<file path="src/rtl/xreg_pkg.sv">
// Shared definitions for the integer register file write-back path:
// address geometry, requester indices, the output-stage record and a
// one-hot decode helper used by the busy scoreboard.
package xreg_pkg;

    localparam int XREG_ADDR_W = 5;
    localparam int NUM_XREGS   = 32;
    // Width of the data field carried through the output stage; the
    // arbiter's XLEN parameter is expected to match it.
    localparam int XREG_XLEN   = 32;

    // Requester indices used by the arbiter's winner select.
    localparam logic REQ_EXE = 1'b0;
    localparam logic REQ_LL  = 1'b1;

    // One registered write heading for the register file port.
    typedef struct packed {
        logic                   valid;
        logic [XREG_ADDR_W-1:0] addr;
        logic [XREG_XLEN-1:0]   data;
        logic                   fromLL;
    } wb_stage_t;

    localparam wb_stage_t WB_STAGE_IDLE = '{
        valid:  1'b0,
        addr:   5'd0,
        data:   32'd0,
        fromLL: 1'b0
    };

    // Decode a register address into a one-hot mask, all-zero when disabled.
    function automatic logic [NUM_XREGS-1:0] xreg_onehot(
        input logic [XREG_ADDR_W-1:0] addr,
        input logic                   en
    );
        logic [NUM_XREGS-1:0] vec;
        vec = {NUM_XREGS{1'b0}};
        if (en) begin
            vec[addr] = 1'b1;
        end else begin
            vec = {NUM_XREGS{1'b0}};
        end
        return vec;
    endfunction

endpackage

</file>
<file path="src/rtl/xreg_wb_arbiter_if.sv">
// Bundle of the write-back arbiter's request, reservation, hazard-query and
// register-file write-port signals. The slave side is the arbiter; the
// master side is everything around it (execute, long-latency unit, issue
// logic and the register file).
interface xreg_wb_arbiter_if #(
    parameter int XLEN = 32
);

    logic                               reqValid0;
    logic [xreg_pkg::XREG_ADDR_W-1:0]   reqAddr0;
    logic [XLEN-1:0]                    reqData0;
    logic                               reqReady0;

    logic                               reqValid1;
    logic [xreg_pkg::XREG_ADDR_W-1:0]   reqAddr1;
    logic [XLEN-1:0]                    reqData1;
    logic                               reqReady1;

    logic                               rsvValid;
    logic [xreg_pkg::XREG_ADDR_W-1:0]   rsvAddr;
    logic                               rsvReady;

    logic [xreg_pkg::XREG_ADDR_W-1:0]   qAddr1;
    logic [xreg_pkg::XREG_ADDR_W-1:0]   qAddr2;
    logic                               qBusy1;
    logic                               qBusy2;

    logic                               writeEnable;
    logic [xreg_pkg::XREG_ADDR_W-1:0]   writeAddr;
    logic [XLEN-1:0]                    writeData;
    logic [xreg_pkg::NUM_XREGS-1:0]     busyMask;

    modport master (
        output reqValid0, reqAddr0, reqData0,
        input  reqReady0,
        output reqValid1, reqAddr1, reqData1,
        input  reqReady1,
        output rsvValid, rsvAddr,
        input  rsvReady,
        output qAddr1, qAddr2,
        input  qBusy1, qBusy2,
        input  writeEnable, writeAddr, writeData, busyMask
    );

    modport slave (
        input  reqValid0, reqAddr0, reqData0,
        output reqReady0,
        input  reqValid1, reqAddr1, reqData1,
        output reqReady1,
        input  rsvValid, rsvAddr,
        output rsvReady,
        input  qAddr1, qAddr2,
        output qBusy1, qBusy2,
        output writeEnable, writeAddr, writeData, busyMask
    );

endinterface

</file>
<file path="src/rtl/xreg_scoreboard.sv">
// Busy scoreboard for long-latency destinations. A bit is set when a
// reservation is accepted and cleared when the long-latency result leaves
// the output stage. A reservation landing on the address being cleared in
// the same cycle is accepted, and the new reservation wins.
module xreg_scoreboard
    import xreg_pkg::*;
(
    input  logic                   clk,
    input  logic                   rst,
    input  logic                   clr_en,
    input  logic [XREG_ADDR_W-1:0] clr_addr,
    input  logic                   rsv_valid,
    input  logic [XREG_ADDR_W-1:0] rsv_addr,
    output logic                   rsv_ready,
    input  logic [XREG_ADDR_W-1:0] q_addr1,
    input  logic [XREG_ADDR_W-1:0] q_addr2,
    output logic                   q_busy1,
    output logic                   q_busy2,
    output logic [NUM_XREGS-1:0]   busy_mask
);

    logic [NUM_XREGS-1:0] busy_r;
    logic [NUM_XREGS-1:0] busy_nxt_s;
    logic [NUM_XREGS-1:0] set_mask_s;
    logic [NUM_XREGS-1:0] clr_mask_s;
    logic                 rsv_ready_s;
    logic                 q_busy1_s;
    logic                 q_busy2_s;

    // Reservation acceptance, set/clear masks and next busy vector.
    always_comb begin
        rsv_ready_s = 1'b0;
        if (rst) begin
            rsv_ready_s = 1'b0;
        end else if (rsv_addr == 5'd0) begin
            rsv_ready_s = 1'b1;
        end else if (!busy_r[rsv_addr]) begin
            rsv_ready_s = 1'b1;
        end else begin
            // Busy, but its result retires this cycle: slot frees in time.
            rsv_ready_s = clr_en && (clr_addr == rsv_addr);
        end
        set_mask_s = xreg_onehot(rsv_addr,
                                 rsv_valid && rsv_ready_s && (rsv_addr != 5'd0));
        clr_mask_s = xreg_onehot(clr_addr, clr_en);
        // Set applied after clear so a same-address reservation survives.
        busy_nxt_s = (busy_r & ~clr_mask_s) | set_mask_s;
    end

    // Hazard queries; x0 is never busy.
    always_comb begin
        q_busy1_s = 1'b0;
        q_busy2_s = 1'b0;
        if (q_addr1 != 5'd0) begin
            q_busy1_s = busy_r[q_addr1];
        end else begin
            q_busy1_s = 1'b0;
        end
        if (q_addr2 != 5'd0) begin
            q_busy2_s = busy_r[q_addr2];
        end else begin
            q_busy2_s = 1'b0;
        end
    end

    // Busy vector register.
    always_ff @(posedge clk) begin
        if (rst) begin
            busy_r <= {NUM_XREGS{1'b0}};
        end else begin
            busy_r <= busy_nxt_s;
        end
    end

    assign rsv_ready = rsv_ready_s;
    assign q_busy1   = q_busy1_s;
    assign q_busy2   = q_busy2_s;
    assign busy_mask = busy_r;

endmodule

</file>
<file path="src/rtl/xreg_wb_arbiter.sv">
// Write-back arbiter for the integer register file's single write port.
// Requester 0 (execute) wins conflicts by default; requester 1 (long-latency
// unit) also tracks its destinations in a busy scoreboard. Writes to x0 are
// always accepted and discarded without using the port.
// Optional feature macro: XREG_WB_ANTISTARVE_EN -- when defined, a starve
// counter forces a grant to requester 1 after STARVE_LIMIT denied cycles;
// when undefined, requester 0 has strict priority.
module xreg_wb_arbiter
    import xreg_pkg::*;
#(
    parameter int XLEN         = XREG_XLEN,
    parameter int STARVE_LIMIT = 4
) (
    input  logic             clk,
    input  logic             rst,
    xreg_wb_arbiter_if.slave bus
);

    logic            null0_s;
    logic            null1_s;
    logic            live0_s;
    logic            live1_s;
    logic            force1_s;
    logic            ready0_s;
    logic            ready1_s;
    logic            take0_s;
    logic            take1_s;
    logic            winner_s;
    logic [XLEN-1:0] data0_s;
    logic [XLEN-1:0] data1_s;
    wb_stage_t       out_nxt_s;
    wb_stage_t       out_r;
    logic            clr_en_s;

    assign data0_s = bus.reqData0;
    assign data1_s = bus.reqData1;

    // Classify each request as null (x0) or live (valid, needs the port).
    always_comb begin
        null0_s = (bus.reqAddr0 == 5'd0);
        null1_s = (bus.reqAddr1 == 5'd0);
        live0_s = bus.reqValid0 && !null0_s;
        live1_s = bus.reqValid1 && !null1_s;
    end

`ifdef XREG_WB_ANTISTARVE_EN
    localparam logic [3:0] LIMIT_C = 4'(STARVE_LIMIT);

    logic [3:0] starve_r;
    logic [3:0] starve_nxt_s;

    assign force1_s = (starve_r == LIMIT_C);

    // Count consecutive denied cycles of a live requester 1, saturating.
    always_comb begin
        starve_nxt_s = 4'd0;
        if (live1_s && !ready1_s) begin
            if (starve_r == LIMIT_C) begin
                starve_nxt_s = starve_r;
            end else begin
                starve_nxt_s = starve_r + 4'd1;
            end
        end else begin
            starve_nxt_s = 4'd0;
        end
    end

    // Starve counter register.
    always_ff @(posedge clk) begin
        if (rst) begin
            starve_r <= 4'd0;
        end else begin
            starve_r <= starve_nxt_s;
        end
    end
`else
    assign force1_s = 1'b0;
`endif

    // Ready generation: only two live requests conflict for the port.
    always_comb begin
        ready0_s = 1'b0;
        ready1_s = 1'b0;
        if (rst) begin
            ready0_s = 1'b0;
            ready1_s = 1'b0;
        end else begin
            ready0_s = null0_s || !(live1_s && force1_s);
            ready1_s = null1_s || !live0_s || force1_s;
        end
    end

    // Pick the single accepted live write and build the next output stage.
    always_comb begin
        take0_s   = live0_s && ready0_s;
        take1_s   = live1_s && ready1_s;
        winner_s  = REQ_EXE;
        out_nxt_s = WB_STAGE_IDLE;
        if (take0_s) begin
            winner_s = REQ_EXE;
        end else begin
            winner_s = REQ_LL;
        end
        if (take0_s || take1_s) begin
            case (winner_s)
                REQ_EXE: out_nxt_s = '{valid: 1'b1, addr: bus.reqAddr0,
                                       data: data0_s, fromLL: 1'b0};
                REQ_LL:  out_nxt_s = '{valid: 1'b1, addr: bus.reqAddr1,
                                       data: data1_s, fromLL: 1'b1};
                default: out_nxt_s = WB_STAGE_IDLE;
            endcase
        end else begin
            out_nxt_s = WB_STAGE_IDLE;
        end
    end

    // Output stage: holds each accepted write for exactly one cycle.
    always_ff @(posedge clk) begin
        if (rst) begin
            out_r <= WB_STAGE_IDLE;
        end else begin
            out_r <= out_nxt_s;
        end
    end

    // Only long-latency results retire a scoreboard entry.
    assign clr_en_s = out_r.valid && out_r.fromLL;

    xreg_scoreboard u_scoreboard (
        .clk       (clk),
        .rst       (rst),
        .clr_en    (clr_en_s),
        .clr_addr  (out_r.addr),
        .rsv_valid (bus.rsvValid),
        .rsv_addr  (bus.rsvAddr),
        .rsv_ready (bus.rsvReady),
        .q_addr1   (bus.qAddr1),
        .q_addr2   (bus.qAddr2),
        .q_busy1   (bus.qBusy1),
        .q_busy2   (bus.qBusy2),
        .busy_mask (bus.busyMask)
    );

    assign bus.reqReady0   = ready0_s;
    assign bus.reqReady1   = ready1_s;
    assign bus.writeEnable = out_r.valid;
    assign bus.writeAddr   = out_r.addr;
    assign bus.writeData   = out_r.data;

endmodule

</file>
<file path="src/flat_wrapper.sv">
// flat-port wrapper written by rule: the top's interface ports become plain ports
module xreg_wb_arbiter_flat import xreg_pkg::*;
#(
    parameter int XLEN         = XREG_XLEN,
    parameter int STARVE_LIMIT = 4
)
  (clk, rst, bus_reqValid0, bus_reqAddr0, bus_reqData0, bus_reqReady0, bus_reqValid1, bus_reqAddr1, bus_reqData1, bus_reqReady1, bus_rsvValid, bus_rsvAddr, bus_rsvReady, bus_qAddr1, bus_qAddr2, bus_qBusy1, bus_qBusy2, bus_writeEnable, bus_writeAddr, bus_writeData, bus_busyMask);
  xreg_wb_arbiter_if #(.XLEN(XLEN)) bus_i ();
  input  logic clk;
  input  logic rst;
  input wire logic [$bits(bus_i.reqValid0)-1:0] bus_reqValid0;
  input wire logic [$bits(bus_i.reqAddr0)-1:0] bus_reqAddr0;
  input wire logic [$bits(bus_i.reqData0)-1:0] bus_reqData0;
  output wire logic [$bits(bus_i.reqReady0)-1:0] bus_reqReady0;
  input wire logic [$bits(bus_i.reqValid1)-1:0] bus_reqValid1;
  input wire logic [$bits(bus_i.reqAddr1)-1:0] bus_reqAddr1;
  input wire logic [$bits(bus_i.reqData1)-1:0] bus_reqData1;
  output wire logic [$bits(bus_i.reqReady1)-1:0] bus_reqReady1;
  input wire logic [$bits(bus_i.rsvValid)-1:0] bus_rsvValid;
  input wire logic [$bits(bus_i.rsvAddr)-1:0] bus_rsvAddr;
  output wire logic [$bits(bus_i.rsvReady)-1:0] bus_rsvReady;
  input wire logic [$bits(bus_i.qAddr1)-1:0] bus_qAddr1;
  input wire logic [$bits(bus_i.qAddr2)-1:0] bus_qAddr2;
  output wire logic [$bits(bus_i.qBusy1)-1:0] bus_qBusy1;
  output wire logic [$bits(bus_i.qBusy2)-1:0] bus_qBusy2;
  output wire logic [$bits(bus_i.writeEnable)-1:0] bus_writeEnable;
  output wire logic [$bits(bus_i.writeAddr)-1:0] bus_writeAddr;
  output wire logic [$bits(bus_i.writeData)-1:0] bus_writeData;
  output wire logic [$bits(bus_i.busyMask)-1:0] bus_busyMask;
  assign bus_i.reqValid0 = bus_reqValid0;
  assign bus_i.reqAddr0 = bus_reqAddr0;
  assign bus_i.reqData0 = bus_reqData0;
  assign bus_reqReady0 = bus_i.reqReady0;
  assign bus_i.reqValid1 = bus_reqValid1;
  assign bus_i.reqAddr1 = bus_reqAddr1;
  assign bus_i.reqData1 = bus_reqData1;
  assign bus_reqReady1 = bus_i.reqReady1;
  assign bus_i.rsvValid = bus_rsvValid;
  assign bus_i.rsvAddr = bus_rsvAddr;
  assign bus_rsvReady = bus_i.rsvReady;
  assign bus_i.qAddr1 = bus_qAddr1;
  assign bus_i.qAddr2 = bus_qAddr2;
  assign bus_qBusy1 = bus_i.qBusy1;
  assign bus_qBusy2 = bus_i.qBusy2;
  assign bus_writeEnable = bus_i.writeEnable;
  assign bus_writeAddr = bus_i.writeAddr;
  assign bus_writeData = bus_i.writeData;
  assign bus_busyMask = bus_i.busyMask;
  xreg_wb_arbiter #(.XLEN(XLEN), .STARVE_LIMIT(STARVE_LIMIT)) u_core (.clk(clk), .rst(rst), .bus(bus_i));
endmodule
</file>
<file path="config.mk">
export PLATFORM = sky130hd
export DESIGN_NAME = xreg_wb_arbiter_flat
export DESIGN_NICKNAME = d
export VERILOG_FILES = /design/src/rtl/xreg_pkg.sv /design/src/rtl/xreg_wb_arbiter_if.sv /design/src/rtl/xreg_scoreboard.sv /design/src/rtl/xreg_wb_arbiter.sv /design/src/flat_wrapper.sv
export SDC_FILE = /design/constraint.sdc
export NUM_CORES = 1
export LEC_CHECK = 0
export BUFFER_PORTS_ARGS = -buffer_cell sky130_fd_sc_hd__buf_2
export CAP_MARGIN = 20
export CELL_PAD_IN_SITES_DETAIL_PLACEMENT = 0
export CELL_PAD_IN_SITES_GLOBAL_PLACEMENT = 1
export CORE_MARGIN = 2
export CORE_UTILIZATION = 37
export CTS_BUF_LIST = sky130_fd_sc_hd__clkbuf_8
export DETAILED_ROUTE_END_ITERATION = 8
export PLACE_DENSITY_LB_ADDON = 0.1
export SYNTH_ARGS = -nofsm -noshare
export SYNTH_HDL_FRONTEND = slang
export SYNTH_SLANG_ARGS = --single-unit
</file>
<file path="constraint.sdc">
create_clock -name clk -period 4.2 [get_ports clk]
set_clock_uncertainty 0.15 [all_clocks]
set_input_delay 1.05 -clock clk [delete_from_list [all_inputs] [get_ports clk]]
set_output_delay 1.05 -clock clk [all_outputs]
set_load 0.02 [all_outputs]
</file>
==> impl_metrics.ini, run 1 <==
[status]
status = completed

[critical_path]
worstSetupEndpointType = output port
cp.arrival_ps = 2780
critical_path_class = input port to output port
crit_start = bus_rsvAddr[1]
r2r_end = u_core.u_scoreboard.busy_mask[29]$_SDFF_PP0_
worstReg2RegStart = u_core.bus.writeAddr[0]$_SDFF_PP0_
cpPeakStageDelay_ps = 380
slowest_stage = mux2_2
worst-path-max-fanout = 14
required_ps = 3000
r2r_slack_ps = 1860
ff2ff_path_depth = 6
critPathLaunchType = input port
path_common_cell = buf_2
cp-endpoint = bus_rsvReady
cp_cell_sequence = buf_2, mux2_2, a22oi_1, nand4_1, and2_1, o32ai_1, buf_2

[drt]
antenna_left = 0
avgViaCountPerCell = 5.567
vias = 3830
wirelength_um = 13300
dr.pass1.iters = 7
first_iter_violations = 326
wl_per_cell_um = 19.33
drc_errors = 0

[cells_and_area]
postLayoutCellArea_mm2 = 0.004926
fin_util_pct = 45.64
drive_gt1_share_pct = 42.52
mostFrequentLayoutCells = buf_2, nand2_1, dfxtp_1
n_antenna_cell = 0
nets = 638
layout_commonest_cell = buf_2
area_growth_pct = 21.29

[clock_tree]
cts.sinks = 71
cts_buffers = 9
h-tree-depth = 3
cts_hold_buf = 0
clockBufferDepth = 2
cts-root-buf = clkbuf_8
cts_tree = yes
clkTransAtPathRegs_ps = 90
cts-resized-gates = 0
clock_latency_ps = 360
cts_setup_buffers = 0

[floorplan]
die_w_um = 108.8
dieArea_mm2 = 0.01183
design.core.area_mm2 = 0.01079
die_h_um = 108.8
start_util_pct = 37.63
pin_count = 169
num_rows = 38

[placed_design]
placed_area_mm2 = 0.004747
port_buffers = 168
gp_congestion = 0.8821
dp_hpwl_um = 9915
dp_slack_ps = 233.6

[sta]
final-hold-violation-count = 0
fin_crit_ps = 3983
fin_hold_ws_ps = 345.4
setup_ws_ps = 216.7
fin_crit_sh_pct = 94.84
worstMarginPinSlew_ps = 858.6
setup_viol = 0
timing.fmax_ghz = 0.2511
fin_setup_tns_ps = 0
slew_headroom_pct = 42.32
finalMaxSlewViolations = 0
rsz0062_at_grt = false

[synthesis]
synth_cells = 420
syn-cell-area_mm2 = 0.004061
yosysUniqueCellTypes = 43
seq_area_frac_synth_pct = 35.00
yosys_warnings = 0
synth-seq-cells = 71
synth.avg_cell_area_um2 = 9.670
syn-num-nets = 514

[global_routing]
grt_pass1_wl_um = 20390
use_met3_pct = 7.292
grt_pass1_vias = 3677
grt_use_met2_pct = 36.61
grt_use_total_pct = 23.04
grt_max_degree = 38
grt-ovfl-total = 0
grt_most_used_layer = met2
antenna_found_initial = 0
grtUsageMet1_pct = 29.61

[min_path]
min_path_type = flop to flop

[job]
maxCapViolCount = 0

[pwr]
ir_drop_v = 0.0001600
p_per_area_mw_per_mm2 = 303.8
power_leakage_nw = 2.281
-- per-layer routing --
layer,up-vias,share of wire (%)
met3,20,11
met4,0,2.4
met5,-,0
li1,1795,-
met1,1775,40
met2,240,46
-- metrics by stage --
stage / power [mW] / cells
after floorplan: 0.9063 / 420
after global placement: 0.9761 / 673
after detailed placement: 0.9783 / 673
after CTS: 1.510 / 688
after global routing: 1.566 / 688
final: 1.496 / 688
-- cell type report --
cell class | count | area (um2)
fill | 1066 | 5867
sequential | 71 | 1421
clock buffer | 9 | 123.9
inverter | 2 | 7.507
clock inverter | 6 | 55.05
tap | 140 | 175.2
timing repair buffer | 180 | 930.9
multi-input combinational | 280 | 2212
-- flip-flops by register name, summed over array words and instances, names as in the netlist --
signal / cells
u_core.bus.writeEnable: 1
u_core.out_r: 1
u_core.bus.writeAddr: 5
u_core.bus.writeData: 32
u_core.u_scoreboard.busy_mask: 32
-- Yosys cell counts, drive strengths merged --
cell | instances | area, um2
buf | 53 | 375.4
mux2 | 10 | 112.6
a22oi | 2 | 15.01
mux4 | 20 | 450.4
a21oi | 21 | 105.1
o21ai | 18 | 90.08
xnor2 | 5 | 43.79
nand2b | 2 | 12.51
nand3 | 5 | 25.02
mux2i | 7 | 70.07
and3b | 2 | 17.52
nand2 | 71 | 266.5
nor2b | 1 | 6.260
nor3b | 7 | 85.08
and2 | 1 | 6.260
nand4 | 4 | 25.02
o32a | 1 | 10.01
o22ai | 2 | 12.51
o311a | 3 | 30.03
o211a | 10 | 100.1
inv | 1 | 3.750
or4 | 1 | 7.510
nor4b | 1 | 8.760
clkbuf | 14 | 52.55
o21a | 1 | 7.510
and3 | 1 | 6.260
nor3 | 12 | 93.84
o32ai | 1 | 8.760
clkinv | 1 | 3.750
nor2 | 5 | 18.77
a22o | 38 | 341.6
or3 | 4 | 25.02
dfxtp | 71 | 1421
nand3b | 6 | 45.04
a32oi | 18 | 157.7
-- power by group --
group          internal [mW]  total (mW)  switching (mW)
Combinational          0.103       0.240           0.137
Sequential             0.700       0.722          0.0223
Clock                  0.265       0.534           0.269
Total                   1.07        1.50           0.429
-- kinds of logic (layout without fill, tap and decap cells) --
group | after synthesis | count (layout) | synth area share [%]
compound gates | 115 | 115 | 21.63
buf+inv | 69 | 197 | 10.72
xor+xnor | 5 | 5 | 1.078
mux | 37 | 37 | 15.59
flops | 71 | 71 | 35.00
simple gates | 123 | 123 | 15.99
-- worst max-delay path: cells and delay by family --
kind            cells  cell delay [ps]
buf+inv             2              530
simple gates        2              300
mux                 1              380
compound gates      2              520
-- worst min path at each step --
stage,startpoint,to,slack (ps),depth (start not counted)
2_1_floorplan,u_core.u_scoreboard.busy_mask[0]$_SDFF_PP0_,u_core.u_scoreboard.busy_mask[0]$_SDFF_PP0_,380,2
3_3_place_gp,u_core.u_scoreboard.busy_mask[0]$_SDFF_PP0_,u_core.u_scoreboard.busy_mask[0]$_SDFF_PP0_,340,2
3_5_place_dp,u_core.u_scoreboard.busy_mask[0]$_SDFF_PP0_,u_core.u_scoreboard.busy_mask[0]$_SDFF_PP0_,350,2
4_1_cts,u_core.u_scoreboard.busy_mask[0]$_SDFF_PP0_,u_core.u_scoreboard.busy_mask[0]$_SDFF_PP0_,360,2
5_1_grt,u_core.u_scoreboard.busy_mask[0]$_SDFF_PP0_,u_core.u_scoreboard.busy_mask[0]$_SDFF_PP0_,390,2
6_report,u_core.u_scoreboard.busy_mask[0]$_SDFF_PP0_,u_core.u_scoreboard.busy_mask[0]$_SDFF_PP0_,350,2
Note: power is estimated with default switching activity, not from simulation.
==> run 2: changes to the inputs <==
--- a/config.mk
+++ b/config.mk
@@ -10,8 +10,7 @@
 export CELL_PAD_IN_SITES_DETAIL_PLACEMENT = 0
 export CELL_PAD_IN_SITES_GLOBAL_PLACEMENT = 1
 export CORE_MARGIN = 2
-export CORE_UTILIZATION = 37
-export CTS_BUF_LIST = sky130_fd_sc_hd__clkbuf_8
+export CORE_UTILIZATION = 36
 export DETAILED_ROUTE_END_ITERATION = 8
 export PLACE_DENSITY_LB_ADDON = 0.1
 export SYNTH_ARGS = -nofsm -noshare
==> impl_metrics.ini, run 2 (synthesis results as in run 1) <==
[status]
status = completed

[placed_design]
dp_hpwl_um = 10490
gp_congestion = 0.9067
dp.cells = 673
port_buffers = 168

[cells_and_area]
mostFrequentLayoutCells = buf_2, nand2_1, dfxtp_1
layout_commonest_cell = buf_2
fin_util_pct = 46.20
multi_input_comb_area_mm2 = 0.002212
area.sequential_mm2 = 0.001421
drive_gt1_share_pct = 42.44
nets = 638
area_growth_pct = 24.40
stdcell_count = 690
nFillCells = 1096

[clock_tree]
clock_latency_ps = 330
cts-resized-gates = 0
clockBufferDepth = 2
clkTransAtPathRegs_ps = 50
cts_setup_buffers = 0
cts_tree = yes
cts_hold_buf = 0
cts-root-buf = clkbuf_16
h-tree-depth = 3
cts.sinks = 71
cts_buffers = 9

[pwr]
ir_drop_v = 0.0002203
p_per_area_mw_per_mm2 = 344.4
power_leakage_nw = 2.331
power_mw = 1.740

[sta]
rsz0062_at_grt = false
fin_setup_tns_ps = 0
fin_crit_sh_pct = 95.87
slew_headroom_pct = 42.38
final-hold-violation-count = 0
fin_hold_ws_ps = 312.3
finalMaxSlewViolations = 0
fin_crit_ps = 4027
timing.fmax_ghz = 0.2483
worstMarginPinSlew_ps = 857.7
setup_viol = 0

[drt]
first_iter_violations = 221
wirelength_um = 13830
routed-wl-met2_um = 6465
antenna_left = 0
topRoutingLayerUsed = met4
met1_length_um = 5539
avgViaCountPerCell = 5.551
drc_errors = 0
wl_per_cell_um = 20.05
wl_met3_um = 1376
dr.pass1.iters = 4
vias = 3830

[global_routing]
grt_pass1_wl_um = 21070
grt_max_degree = 36
grt_pass1_vias = 3767
grt-ovfl-total = 0
antenna_found_initial = 1
grt_use_total_pct = 23.55

[job]
maxCapViolCount = 0

[floorplan]
dieArea_mm2 = 0.01215
die_h_um = 110.2
start_util_pct = 37.14
num_rows = 38
design.core.area_mm2 = 0.01094
pin_count = 169
die_w_um = 110.2

[critical_path]
worstSetupEndpointType = output port
worst-path-max-fanout = 11
critical_path_class = input port to output port
cp.arrival_ps = 2830
critPathLaunchType = input port
required_ps = 3000

[min_path]
min_path_type = flop to flop
run 2: changes by cell type in the layout (fill, tap and decap cells not counted), sizes merged:
cell / delta
clkbuf: +5
inv: -2
clkinv: -1
clkinvlp: -1
diode: +1
run 2: layout make-up:
| cell class | count | area share [%] |
|---|---|---|
| inverter | 2 | 0.1486 |
| clock inverter | 2 | 0.7677 |
| multi-input combinational | 280 | 43.78 |
| sequential | 71 | 28.13 |
| timing repair buffer | 180 | 18.42 |
| antenna | 1 | 0.04953 |
| clock buffer | 14 | 5.225 |
| tap | 140 | 3.467 |
run 2: stage by stage:
stage | cell area, um2 | setup slack [ps]
2_1_floorplan | 4061 | 308.4
3_3_place_gp | 4747 | 280.4
3_5_place_dp | 4747 | 243.5
4_1_cts | 5050 | 230.0
5_1_grt | 5052 | 105.8
6_report | 5052 | 173.3
run 2: metal layers:
layer / track usage, % / vias to the layer above
met5: 0 / -
met4: 10.80 / 0
met3: 7.407 / 30
met2: 38.30 / 207
met1: 28.44 / 1792
li1: - / 1801
run 2: worst max-delay path, stage by stage:
cell and delay [ps]:
buf_2 240, mux2_2 370, a22oi_1 210, nand4_1 110, and2_1 170, o32ai_1 420, buf_2 240
run 2: path summary, 6_finish.rpt:
path	from	endpoint	slack (ps)	depth (start not counted)
setup / recovery	bus_rsvAddr[1]	bus_rsvReady	170	7
hold / removal	u_core.u_scoreboard.busy_mask[0]$_SDFF_PP0_	u_core.u_scoreboard.busy_mask[0]$_SDFF_PP0_	310	2
setup reg to reg	u_core.bus.writeAddr[0]$_SDFF_PP0_	u_core.u_scoreboard.busy_mask[5]$_SDFF_PP0_	1890	6
hold reg to reg	u_core.u_scoreboard.busy_mask[0]$_SDFF_PP0_	u_core.u_scoreboard.busy_mask[0]$_SDFF_PP0_	310	2
run 2: power breakdown:
group	internal, mW	switching, mW	total [mW]	leakage (nW)
registers	0.701	0.0230	0.724	0.581
clock network	0.494	0.282	0.776	0.147
logic	0.103	0.136	0.240	1.60
